==> src/rtl/bracket_scanner.sv <==
// bracket_scanner: walks instruction memory from a CBF/CBB branch to its matching bracket.
// Optional BRACKET_SCANNER_CHECK_EN aborts on depth overflow or a full address wrap.
module bracket_scanner #(
    parameter int PC_W = 8,
    parameter int DEPTH_W = 8,
    parameter int OP_W = 4,
    parameter logic [OP_W-1:0] OP_CBF = OP_W'(6),
    parameter logic [OP_W-1:0] OP_CBB = OP_W'(7)
) (
    input  logic            clock,
    input  logic            reset,
    input  logic            start,
    input  logic            dir,
    input  logic [PC_W-1:0] start_pc,
    output logic            busy,
    output logic            imem_req,
    output logic [PC_W-1:0] imem_addr,
    input  logic [OP_W-1:0] imem_data,
    input  logic            imem_valid,
    output logic            done,
    output logic [PC_W-1:0] target_pc,
    output logic            error
);
    typedef enum logic [1:0] {IDLE, REQ, WAIT, DONE} state_e;
    localparam logic [PC_W-1:0] PC_ONE = PC_W'(1);
    localparam logic [DEPTH_W-1:0] DEPTH_ONE = DEPTH_W'(1);
    state_e state_q, state_d;
    logic dir_q, dir_d;
    logic [PC_W-1:0] scan_pc_q, scan_pc_d, target_q, target_d, step_pc;
    logic [DEPTH_W-1:0] depth_q, depth_d;
    logic open_br, close_br;
`ifdef BRACKET_SCANNER_CHECK_EN
    logic err_q, err_d;
    logic [PC_W-1:0] start_pc_q, start_pc_d;
`endif
    // "open" deepens the nest in the scan direction, "close" can match at depth 0
    assign open_br = dir_q ? (imem_data == OP_CBB) : (imem_data == OP_CBF);
    assign close_br = dir_q ? (imem_data == OP_CBF) : (imem_data == OP_CBB);
    assign step_pc = dir_q ? scan_pc_q - PC_ONE : scan_pc_q + PC_ONE;
    always_comb begin
        state_d = state_q;
        dir_d = dir_q;
        scan_pc_d = scan_pc_q;
        depth_d = depth_q;
        target_d = target_q;
`ifdef BRACKET_SCANNER_CHECK_EN
        err_d = err_q;
        start_pc_d = start_pc_q;
`endif
        case (state_q)
            IDLE: if (start) begin
                state_d = REQ;
                dir_d = dir;
                scan_pc_d = dir ? start_pc - PC_ONE : start_pc + PC_ONE;
                depth_d = '0;
`ifdef BRACKET_SCANNER_CHECK_EN
                err_d = 1'b0;
                start_pc_d = start_pc;
`endif
            end
            REQ: state_d = WAIT;
            WAIT: if (imem_valid) begin
                if (close_br && depth_q == '0) begin
                    target_d = scan_pc_q + PC_ONE;
                    state_d = DONE;
                end else begin
                    depth_d = open_br ? depth_q + DEPTH_ONE : close_br ? depth_q - DEPTH_ONE : depth_q;
                    scan_pc_d = step_pc;
                    state_d = REQ;
`ifdef BRACKET_SCANNER_CHECK_EN
                    if ((open_br && depth_q == '1) || step_pc == start_pc_q) begin
                        target_d = start_pc_q;
                        err_d = 1'b1;
                        state_d = DONE;
                    end
`endif
                end
            end
            DONE: state_d = IDLE;
            default: state_d = IDLE;
        endcase
    end
    always_ff @(posedge clock) begin
        if (reset) begin
            state_q <= IDLE;
            dir_q <= 1'b0;
            scan_pc_q <= '0;
            depth_q <= '0;
            target_q <= '0;
`ifdef BRACKET_SCANNER_CHECK_EN
            err_q <= 1'b0;
            start_pc_q <= '0;
`endif
        end else begin
            state_q <= state_d;
            dir_q <= dir_d;
            scan_pc_q <= scan_pc_d;
            depth_q <= depth_d;
            target_q <= target_d;
`ifdef BRACKET_SCANNER_CHECK_EN
            err_q <= err_d;
            start_pc_q <= start_pc_d;
`endif
        end
    end
    assign busy = state_q != IDLE;
    assign imem_req = state_q == REQ;
    assign imem_addr = scan_pc_q;
    assign done = state_q == DONE;
    assign target_pc = target_q;
`ifdef BRACKET_SCANNER_CHECK_EN
    assign error = err_q;
`else
    assign error = 1'b0;
`endif
endmodule

==> config.mk <==
export PLATFORM = sky130hd
export DESIGN_NAME = bracket_scanner
export DESIGN_NICKNAME = d
export VERILOG_FILES = /design/src/rtl/bracket_scanner.sv
export SDC_FILE = /design/constraint.sdc
export NUM_CORES = 1
export LEC_CHECK = 0
export BUFFER_PORTS_ARGS = -buffer_cell sky130_fd_sc_hd__buf_2
export CORE_MARGIN = 1
export CORE_UTILIZATION = 56
export DETAILED_ROUTE_END_ITERATION = 8
export PLACE_DENSITY = 0.8
export SLEW_MARGIN = 20
export SYNTH_ARGS = -nofsm -noshare
export SYNTH_HDL_FRONTEND = slang
export SYNTH_SLANG_ARGS = --single-unit
export TNS_END_PERCENT = 30
==> constraint.sdc <==
create_clock -name clock -period 3.7 [get_ports clock]
set_input_delay 0.925 -clock clock [delete_from_list [all_inputs] [get_ports clock]]
set_output_delay 0.925 -clock clock [all_outputs]
set_load 0.02 [all_outputs]
Yosys cells after proc, flatten, opt, wreduce, memory -nomap -nowiden
Index checks and enable logic that the tools add are counted.

storage, ports and cells
  flip-flop bits (word level) = 27
  bits of input ports = 17
  output and inout bits = 20
  logic and storage cells = 48

operators by class
  $add $sub $neg = 6
  eq/ne operators = 9
  muxes and demuxes = 18
  reduce and logical (&&, ||, !) cells = 10

operators with widths
  cell                   count
  $mux W8                10
  $pmux W8 S2            2
  $add A8 B1 Y8 const B  3
  $sub A8 B1 Y8 const B  3
  $eq A4 B3 Y1 const B   2
  $logic_not A8 Y1       1
  $pmux W2 S4            1
  $mux W2                3
  $ne A2 B2 Y1 const B   3
  $reduce_and A5 Y1      1
  $eq A2 B2 Y1 const B   2
  $reduce_and A2 Y1      2
  $reduce_and A4 Y1      1
  $reduce_bool A2 Y1     2
  $ne A3 B3 Y1 const B   1
  $reduce_and A3 Y1      1
  $eq A2 B1 Y1 const B   1
  $logic_not A2 Y1       1
  $mux W1                2
  $logic_and A1 B1 Y1    1

Depth between registers and ports, before layout
Gate-level depths: netlist (run 1).

  word-level depth = 7
  depth in mapped cells = 11
  gate-level depth less buffers = 10

Least setup slack after synthesis (run 1)
No wires, ideal clock.

  path type = input to register
  start = input imem_data[3]
  end = register depth_q[6]
  library setup time = 70 ps
  data arrival time = 3,102 ps
  data required time = 3,630 ps
  setup slack = 528 ps
  cell stages on the path = 11
  path buffers = 1
  path through = nand3b_1 -> nor2_4 -> inv_1 -> ha_1 -> clkbuf_1 -> a31oi_1 -> a31oi_1 -> or3b_1 -> xnor2_1 -> or3_1 -> a21oi_1

between the ends
  word-level cells in the longest chain between the ends = 6
  elaborated cells between the ends (all ways) = 12
  classes of those cells = 4 x eq/ne; 6 x mux; 2 x reduce/logical

RTL lines
  item                  line    source
  from (decl)           18      input logic [OP_W-1:0] imem_data,
  $eq A4 B3 Y1          37, 38
  $mux W1               37      assign open_br = dir_q ? (imem_data == OP_CBB) : (imem_data == OP_CBF);
  $mux W8               67      depth_d = open_br ? depth_q + DEPTH_ONE : close_br ? depth_q - DEPTH_ONE : depth_q;
  $mux W8               63      if (close_br && depth_q == '0) begin
  $mux W8               62      WAIT: if (imem_valid) begin
  $pmux W8 S2           50      case (state_q)
  to (signal assigned)  98      depth_q <= depth_d;
  to (decl)             30      logic [DEPTH_W-1:0] depth_q, depth_d;

Parallel ways exist; a longest one is shown, timed or not. The select of a mux whose other input is x is not followed.
A chain may end at the register's enable or synchronous reset.

Worst setup path after layout (run 1)
Same ends and word-level chain as after synthesis.

==> results.toml, run 1 <==
[run_status]
status = "finished clean"

[detailed_routing]
routed_wl_um = 4952
viasPerCell = 5.844
via_count = 2063
dr.pass1.iters = 5
detail-route-antenna-nets = 0
dr.first_iter.drc_count = 136
wl_per_cell_um = 14.03
drc_errors = 0

[timing]
holdWs_ns = 0.4918
worst_clock_skew_ns = 0.001200
period_share_pct = 82.83
max_slew_margin_pct = 34.99
finalSetupTns_ns = 0
clock.fmax_ghz = 0.3263
drv_slew = 0
rsz0062_at_grt = "false"
tightest_slew_ns = 0.9731
setup_violations = 0
fin_crit_ns = 3.065
timing_hold_violations_final = 0

[clock_network]
numCtsBuffers = 3
holdBufCountCts = 0
cts_sinks = 27
cts_tree = "built"
htree_levels = 1
clk_pin_slew_ns = 0.10
clockBufferDepth = 2
postCtsSetupRepairBufs = 0
insertion_delay_ns = 0.27
root_buffer = "clkbuf_8"
cts-resized-gates = 0

[worst_setup_path]
cp_max_fo = 7
critPathArrivalTime_ns = 3.27
path_class = "in2reg"
endpoint_kind = "flip-flop"
crit_path_start_kind = "input pin"
rr_worst_depth = 10
required_ns = 3.91

[global_route]
track_usage_pct = 25.32
grt_pass1_vias = 1770
overflow = 0
grt_pass1_wl_um = 8176
grt_use_met1_pct = 36.70
use_met2_pct = 38.56
met3_usage_pct = 2.174
antenna_found_initial = 0
grt_max_degree = 35
top_usage_layer = "met2"

[synthesis]
mappedNetlistArea_um2 = 2133
synth_edf_count = 0
ys_seq_elements = 27
yosysWarningCount = 0
synth_cell_types = 61
ys.flop_type = "dfxtp_1"
synth_compound_area_share_pct = 21.88
ys_top_cells_by_count = "37 x nor2_1, 28 x a21oi_1, 27 x dfxtp_1, 25 x nand2_1, 13 x clkbuf_1"
synthAdderAreaFrac_pct = 8.446
synth_area_leaders = "dfxtp_1 25%, ha_1 7.0%, a21oi_1 6.6%"
synth_xor_area_share_pct = 6.921
synthArstFlopShare_pct = 0
synth_area_leader_cell = "dfxtp_1"
yosysMostFrequentCell = "nor2_1"
synth_nets = 311
ys_seq_area_share_pct = 25.34
synth_top_family_by_area = "simple AND/OR/NAND/NOR gates"
synth.avg_cell_area_um2 = 7.592
synth_top_cell_area_share_pct = 25.34
synthCells = 281
synthSimpleGateAreaFrac_pct = 29.44
yosys-mux-area-fraction_pct = 2.405

[place]
io_buffers = 35
hpwlAfterDp_um = 3601
gp_congestion = 0.8733

[final_layout]
final_util_pct = 64.25
syn2layout_area_growth_pct = 10.26
fillCellCount = 339
final_nets = 336
diodes = 0
drive_gt1_share_pct = 17.05

[worst_hold_path]
hold_class = "reg2reg"
hold-path-cell-count = 2

[die]
num_rows = 22
design.core.area_um2 = 3661
pin_count = 37
die_w_um = 63.72
start_util_pct = 58.27
dieArea_um2 = 4060
die_h_um = 63.72

[job]
drv_cap = 0

[power]
ir_drop_v = 0.0001483
pwr_density_cell_nw_per_um2 = 308.0
leakage_nw = 0.9435
-- where the power goes --
part           internal (mW)  switching (mW)  total (mW)
logic                 0.0922           0.129       0.221
registers              0.305          0.0278       0.333
clock network         0.0754          0.0951       0.171
-- metrics by stage --
| stage | worst slack (ns) | cells | total power, mW | area (um2) |
|---|---|---|---|---|
| 2_1_floorplan | 0.5279 | 281 | 0.5028 | 2133 |
| 3_3_place_gp | 0.4195 | 349 | 0.5541 | 2306 |
| 3_5_place_dp | 0.3674 | 349 | 0.5583 | 2306 |
| 4_1_cts | 0.6461 | 353 | 0.7273 | 2352 |
| 5_1_grt | 0.4646 | 353 | 0.7664 | 2352 |
| 6_report | 0.6353 | 353 | 0.7246 | 2352 |
-- kinds of logic after synthesis --
group	Yosys count
buf+inv	26
mux	5
fa+ha+maj	14
flops	27
compound gates	72
simple gates	120
xor+xnor	16
other cells	1
-- cell type report --
class	instances	area, um2	share of cell area, %
multi-input combinational	228	1478	62.82
clock inverter	1	5.005	0.2128
timing repair buffer	38	197.7	8.404
tap	48	60.06	2.553
inverter	8	30.03	1.277
clock buffer	3	41.29	1.755
sequential	27	540.5	22.98
-- state kept, by name (all words and copies together), names as in the netlist --
register and flops:
depth_q 8, target_pc 8, dir_q 1, imem_addr 8, state_q 2
-- placed cells by master (no fill, tap or decap), types with 4 or more instances in the layout --
cell type  instances
xor2_1             6
nor2_1            37
a21oi_1           28
dfxtp_1           27
mux2i_1            4
nand2_1           25
or4_1              4
nor3_1             7
ha_1              12
o21ai_0           12
nor2b_1            5
or3_1              6
xnor2_1            9
inv_1              8
buf_2             35
nand3_1            8
-- worst paths after layout --
| path | start | to | slack (ns) |
|---|---|---|---|
| worst max-delay path | imem_data[3] | depth_q[6]$_SDFFE_PP0P_ | 0.64 |
| worst min-delay path | target_pc[3]$_SDFFE_PP0P_ | target_pc[3]$_SDFFE_PP0P_ | 0.49 |
| worst max register to register | dir_q$_SDFFE_PP0P_ | depth_q[6]$_SDFFE_PP0P_ | 1.10 |
| worst min register to register | target_pc[3]$_SDFFE_PP0P_ | target_pc[3]$_SDFFE_PP0P_ | 0.49 |
-- worst max-delay path, cell delays in order --
cell and delay (ns):
buf_2 0.10, nand3b_1 0.25, nor2_4 0.24, inv_1 0.08
ha_1 0.37, a31oi_1 0.27, a31oi_1 0.10, or3b_1 0.38
xnor2_1 0.13, or3_1 0.30, a21oi_1 0.13
-- metal layers --
layer  vias up  part of all wire (%)
li1       1062                     -
met1       932                    49
met2        65                    45
met3         4                   5.0
met4         0                  0.93
met5         -                     0
Note: power is estimated with default switching activity, not from simulation.
==> run 2, diff against run 1 <==
--- a/config.mk
+++ b/config.mk
@@ -7,9 +7,9 @@
 export LEC_CHECK = 0
 export BUFFER_PORTS_ARGS = -buffer_cell sky130_fd_sc_hd__buf_2
 export CORE_MARGIN = 1
-export CORE_UTILIZATION = 56
+export CORE_UTILIZATION = 51
 export DETAILED_ROUTE_END_ITERATION = 8
-export PLACE_DENSITY = 0.8
+export PLACE_DENSITY = 0.77
 export SLEW_MARGIN = 20
 export SYNTH_ARGS = -nofsm -noshare
 export SYNTH_HDL_FRONTEND = slang
==> constraint.sdc (replaced) <==
create_clock -name clock -period 2.8 [get_ports clock]
set_input_delay 0.7 -clock clock [delete_from_list [all_inputs] [get_ports clock]]
set_output_delay 0.7 -clock clock [all_outputs]
set_load 0.02 [all_outputs]
==> run 2 against run 1 <==
Worst hold slack improved by 0.0024 ns. Cell count rose by 3.4%. Via count increased by 1.8%. Non-clock buffer count rose by 10. Sequential cell count unchanged. Die area grew 9.5%. Combinational power grew 39%. First-iteration DRC count decreased by 5.1%. Routed wire length grew 3.0%. Critical path depth unchanged. Highest routed layer unchanged.
==> results.toml, run 2 (synthesis results as in run 1) <==
[place]
io_buffers = 35
hpwlAfterDp_um = 3755
place_area_um2 = 2416
dp_slack_ns = -0.1455
gp_congestion = 0.8835

[clock_network]
postCtsSetupRepairBufs = 0
cts_sinks = 27
clockBufferDepth = 2
cts_tree = "built"
numCtsBuffers = 3
htree_levels = 1
root_buffer = "clkbuf_8"
holdBufCountCts = 0
clk_pin_slew_ns = 0.10
insertion_delay_ns = 0.28
cts-resized-gates = 0

[power]
p_seq_share_pct = 44.5
ir_drop_v = 0.0001934
switching_share_pct = 35.34
comb_power_share_pct = 31.2
switching_power_mw = 0.3489
pwr-share-clk_pct = 24.4
intPower_mw = 0.6384
pwr_density_cell_nw_per_um2 = 400.6
leakage_nw = 0.9896

[worst_setup_path]
r2r_end = "depth_q[6]$_SDFFE_PP0P_"
ff2ff_setup_slack_ns = 0.34
endpoint_kind = "flip-flop"
reg2reg_from = "dir_q$_SDFFE_PP0P_"
crit_path_end = "depth_q[6]$_SDFFE_PP0P_"
critPathArrivalTime_ns = 2.85
rr_worst_depth = 10
cp_max_fo = 4
required_ns = 3.02
crit_path_start_kind = "input pin"
path_class = "in2reg"
cp-startpoint = "imem_data[3]"

[global_route]
grt_pass1_vias = 1732
antenna_found_initial = 0
grt_pass1_wl_um = 7990
track_usage_pct = 23.01
grt_max_degree = 35
overflow = 0

[timing]
setup_violations = 0
layout_setup_ws_ns = 0.1686
finalSetupTns_ns = 0
tightest_slew_ns = 0.8682
drv_slew = 0
period_share_pct = 93.98
rsz0062_at_grt = "false"
clock.fmax_ghz = 0.3800
max_slew_margin_pct = 42.00
worst_clock_skew_ns = 0.002076
fin_crit_ns = 2.631
timing_hold_violations_final = 0

[final_layout]
final_nets = 346
design_area_um2 = 2465
layout_common_cells = "37 x nor2_1, 35 x buf_2, 28 x a21oi_1, 27 x dfxtp_1, 25 x nand2_1"
drive_gt1_share_pct = 20.95
diodes = 0
syn2layout_area_growth_pct = 15.54
mostFrequentLayoutCell = "nor2_1"
fillCellCount = 380
final_util_pct = 61.62

[die]
num_rows = 23
die_w_um = 66.68
design.core.area_um2 = 4000
start_util_pct = 53.33
pin_count = 37
dieArea_um2 = 4446
die_h_um = 66.68

[detailed_routing]
via_count = 2100
dr.first_iter.drc_count = 129
dr.pass1.iters = 4
wl_per_cell_um = 13.98
viasPerCell = 5.753
routed_wl_um = 5103
drc_errors = 0
detail-route-antenna-nets = 0

[worst_hold_path]
hold_class = "reg2reg"

[run_status]
status = "finished clean"

[job]
drv_cap = 0
## run 2: power groups by stage
stage	sequential [mW]	clock, mW	combinational, mW
3_3_place_gp	0.447	0	0.299
6_report	0.439	0.241	0.308
3_5_place_dp	0.448	0	0.305
5_1_grt	0.444	0.254	0.340
4_1_cts	0.439	0.245	0.307
2_1_floorplan	0.447	0	0.222
## run 2: layout make-up
type | instances | area [um2] | area share, %
timing repair buffer | 48 | 272.8 | 11.07
clock inverter | 1 | 7.507 | 0.3046
inverter | 8 | 32.53 | 1.320
multi-input combinational | 228 | 1508 | 61.17
sequential | 27 | 540.5 | 21.93
tap | 50 | 62.56 | 2.538
clock buffer | 3 | 41.29 | 1.675
## run 2: through the flow
stage,hold WS [ns],instances,total power [mW]
after floorplan,0.4527,281,0.6693
after CTS,0.4981,365,0.9911
after global placement,0.4589,361,0.7458
after global routing,0.5203,365,1.038
after detailed placement,0.4706,361,0.7526
final,0.4942,365,0.9873
## run 2: worst min path at each step
stage	from	end	slack [ns]	cells after the start
floorplan	depth_q[6]$_SDFFE_PP0P_	depth_q[6]$_SDFFE_PP0P_	0.45	2
global placement	target_pc[5]$_SDFFE_PP0P_	target_pc[5]$_SDFFE_PP0P_	0.46	2
finish	target_pc[6]$_SDFFE_PP0P_	target_pc[6]$_SDFFE_PP0P_	0.49	2
global route	target_pc[3]$_SDFFE_PP0P_	target_pc[3]$_SDFFE_PP0P_	0.52	2
detailed placement	target_pc[2]$_SDFFE_PP0P_	target_pc[2]$_SDFFE_PP0P_	0.47	2
CTS	target_pc[2]$_SDFFE_PP0P_	target_pc[2]$_SDFFE_PP0P_	0.50	2
## run 2: per-layer routing
layer,vias up,wire [um],global-route usage (%)
met2,67,2367,39.02
met5,-,0,0
met4,0,20,4.787
met1,950,2454,31.51
li1,1078,-,-
met3,5,261,1.712
## run 2: worst max-delay path, cell delays in order
cell and delay, ns:
buf_2 0.10, nand3b_1 0.20, nor2_4 0.16, xnor2_1 0.09, ha_2 0.21, o31a_1 0.26
o221ai_1 0.17, or3b_1 0.39, xnor2_1 0.13, or3_1 0.30, a21oi_1 0.14
==> run 3, diff against run 2 <==
--- a/config.mk
+++ b/config.mk
@@ -5,11 +5,13 @@
 export SDC_FILE = /design/constraint.sdc
 export NUM_CORES = 1
 export LEC_CHECK = 0
+export ABC_AREA = 1
 export BUFFER_PORTS_ARGS = -buffer_cell sky130_fd_sc_hd__buf_2
 export CORE_MARGIN = 1
 export CORE_UTILIZATION = 51
 export DETAILED_ROUTE_END_ITERATION = 8
-export PLACE_DENSITY = 0.77
+export PLACE_DENSITY = 0.76
+export RECOVER_POWER = 50
 export SLEW_MARGIN = 20
 export SYNTH_ARGS = -nofsm -noshare
 export SYNTH_HDL_FRONTEND = slang
==> run 3 against run 2 <==
Die area grew 2.3%. Clock skew up 0.00062 ns. Clock power down 5%. Highest routed layer unchanged.
==> results.toml, run 3 <==
[worst_setup_path]
cp-startpoint = "dir_q$_SDFFE_PP0P_"
crit_path_end = "depth_q[7]$_SDFFE_PP0P_"
path_class = "reg2reg"
r2r_end = "depth_q[7]$_SDFFE_PP0P_"
endpoint_kind = "flip-flop"
required_ns = 2.94
critPathArrivalTime_ns = 2.43
ff2ff_setup_slack_ns = 0.51
reg2reg_from = "dir_q$_SDFFE_PP0P_"
rr_worst_depth = 12
crit_path_start_kind = "flip-flop"
cp_max_fo = 12

[synthesis]
ys_seq_area_share_pct = 24.76
mappedNetlistArea_um2 = 2183
synth_cell_types = 49
synth_nets = 340
synth_edf_count = 0
ys_seq_elements = 27
yosysWarningCount = 0
yosysMostFrequentCell = "nand2_1"
synth.avg_cell_area_um2 = 7.043
synthArstFlopShare_pct = 0
synth_top_cell_area_share_pct = 24.76
synth_area_leaders = "dfxtp_1 25%, nand2_1 11%, inv_1 7.2%"
ys_top_cells_by_count = "65 x nand2_1, 42 x inv_1, 27 x dfxtp_1, 25 x a21oi_1, 23 x nand3_1"
synthCells = 310
synth_area_leader_cell = "dfxtp_1"
ys.flop_type = "dfxtp_1"

[power]
switching_power_mw = 0.3967
switching_share_pct = 38.47
p_seq_share_pct = 43.0
ir_drop_v = 0.0001968
leakage_nw = 1.155
intPower_mw = 0.6346
pwr-share-clk_pct = 22.2
pwr_density_cell_nw_per_um2 = 430.2
comb_power_share_pct = 34.8

[timing]
setup_violations = 0
clock.fmax_ghz = 0.4358
finalSetupTns_ns = 0
tightest_slew_ns = 0.8645
holdWs_ns = 0.4584
max_slew_margin_pct = 42.37
fin_crit_ns = 2.295
drv_slew = 0
period_share_pct = 81.95
rsz0062_at_grt = "false"
layout_setup_ws_ns = 0.5054
timing_hold_violations_final = 0
worst_clock_skew_ns = 0.002700

[global_route]
grt_pass1_wl_um = 8286
grt_pass1_vias = 1887
track_usage_pct = 23.80
antenna_found_initial = 0
overflow = 0
grt_max_degree = 17

[clock_network]
numCtsBuffers = 3
cts-resized-gates = 0
root_buffer = "clkbuf_8"
holdBufCountCts = 0
clk_pin_slew_ns = 0.09
clockBufferDepth = 2
postCtsSetupRepairBufs = 0
cts_sinks = 27
insertion_delay_ns = 0.28
htree_levels = 1
cts_tree = "built"

[detailed_routing]
viasPerCell = 5.338
dr.first_iter.drc_count = 132
detail-route-antenna-nets = 0
wl_per_cell_um = 12.58
via_count = 2087
drc_errors = 0
routed_wl_um = 4918
dr.pass1.iters = 4

[final_layout]
fillCellCount = 415
final_nets = 372
seq_area_um2 = 540.5
syn2layout_area_growth_pct = 9.799
layout_common_cells = "65 x nand2_1, 43 x inv_1, 27 x dfxtp_1, 25 x a21oi_1, 23 x nand3_1"
multiInputGateArea_um2 = 1409
mostFrequentLayoutCell = "nand2_1"
drive_gt1_share_pct = 15.84
diodes = 0

[die]
num_rows = 23
design.core.area_um2 = 4058
dieArea_um2 = 4547
pin_count = 37
die_h_um = 67.43
start_util_pct = 53.81
die_w_um = 67.43

[job]
drv_cap = 0

[run_status]
status = "finished clean"

[place]
hpwlAfterDp_um = 3801
io_buffers = 35
gp_congestion = 0.8797
dp_slack_ns = 0.2911

[worst_hold_path]
holdCritStartpoint = "target_pc[1]$_SDFFE_PP0P_"
hold_class = "reg2reg"
## run 3: worst max-delay path: stages (launching register included)
cell     delay (ns)
dfxtp_1        0.41
inv_1          0.35
nand3_2        0.19
nand2_2        0.16
inv_1          0.10
ha_1           0.34
nand2_1        0.09
nor3_1         0.17
nand2_1        0.10
nand2_1        0.08
nand2_1        0.06
nand3_2        0.06
a21oi_2        0.04
## run 3: cell families (layout without fill, tap and decap cells)
| logic type | count (synthesis) | after routing | share of synthesized area, % |
|---|---|---|---|
| and+or+nand+nor | 131 | 131 | 30.83 |
| buffers and inverters | 56 | 87 | 10.72 |
| AOI/OAI and AO/OA | 68 | 68 | 20.11 |
| xor gates and xnor gates | 14 | 14 | 5.616 |
| DFF | 27 | 27 | 24.76 |
| other | 1 | 1 | 0.1718 |
| adders and majority gates | 13 | 13 | 7.794 |
## run 3: layer usage
layer / track usage (%) / share of wire, % / up-vias
met5: 0 / 0 / -
met4: 8.511 / 1.9 / 0
met3: 2.196 / 2.9 / 9
met2: 42.63 / 49 / 45
met1: 29.27 / 46 / 945
li1: - / - / 1088
## run 3: cell type report
class | instances | share of cell area (%)
clock buffers | 4 | 1.879
well taps | 50 | 2.610
inverters | 48 | 7.829
flip-flops and latches | 27 | 22.55
multi-input cells | 227 | 58.77
repair buffers | 35 | 6.367
## run 3: how the worst min path moves through the flow
stage,cells after the start,slack (ns),end
6_report,2,0.46,target_pc[1]$_SDFFE_PP0P_
3_5_place_dp,2,0.44,target_pc[1]$_SDFFE_PP0P_
3_3_place_gp,2,0.43,target_pc[5]$_SDFFE_PP0P_
2_1_floorplan,2,0.46,depth_q[3]$_SDFFE_PP0P_
4_1_cts,2,0.46,target_pc[1]$_SDFFE_PP0P_
5_1_grt,2,0.47,target_pc[1]$_SDFFE_PP0P_
## run 3: metrics by stage
step                      power [mW]  util (%)  std cells  cell area, um2
after floorplan               0.7257         -        310            2183
after global placement        0.8045     58.53        387            2375
after detailed placement      0.8117     58.53        387            2375
final                          1.031     59.08        391            2397
after global routing           1.095     59.08        391            2397
after CTS                      1.039     59.64        391            2420
## run 3: power by group through the flow
stage | Clock (mW) | Combinational, mW | Sequential, mW
3_3_place_gp | 0 | 0.353 | 0.451
2_1_floorplan | 0 | 0.266 | 0.460
5_1_grt | 0.242 | 0.406 | 0.447
6_report | 0.229 | 0.359 | 0.443
4_1_cts | 0.233 | 0.363 | 0.442
3_5_place_dp | 0 | 0.360 | 0.451
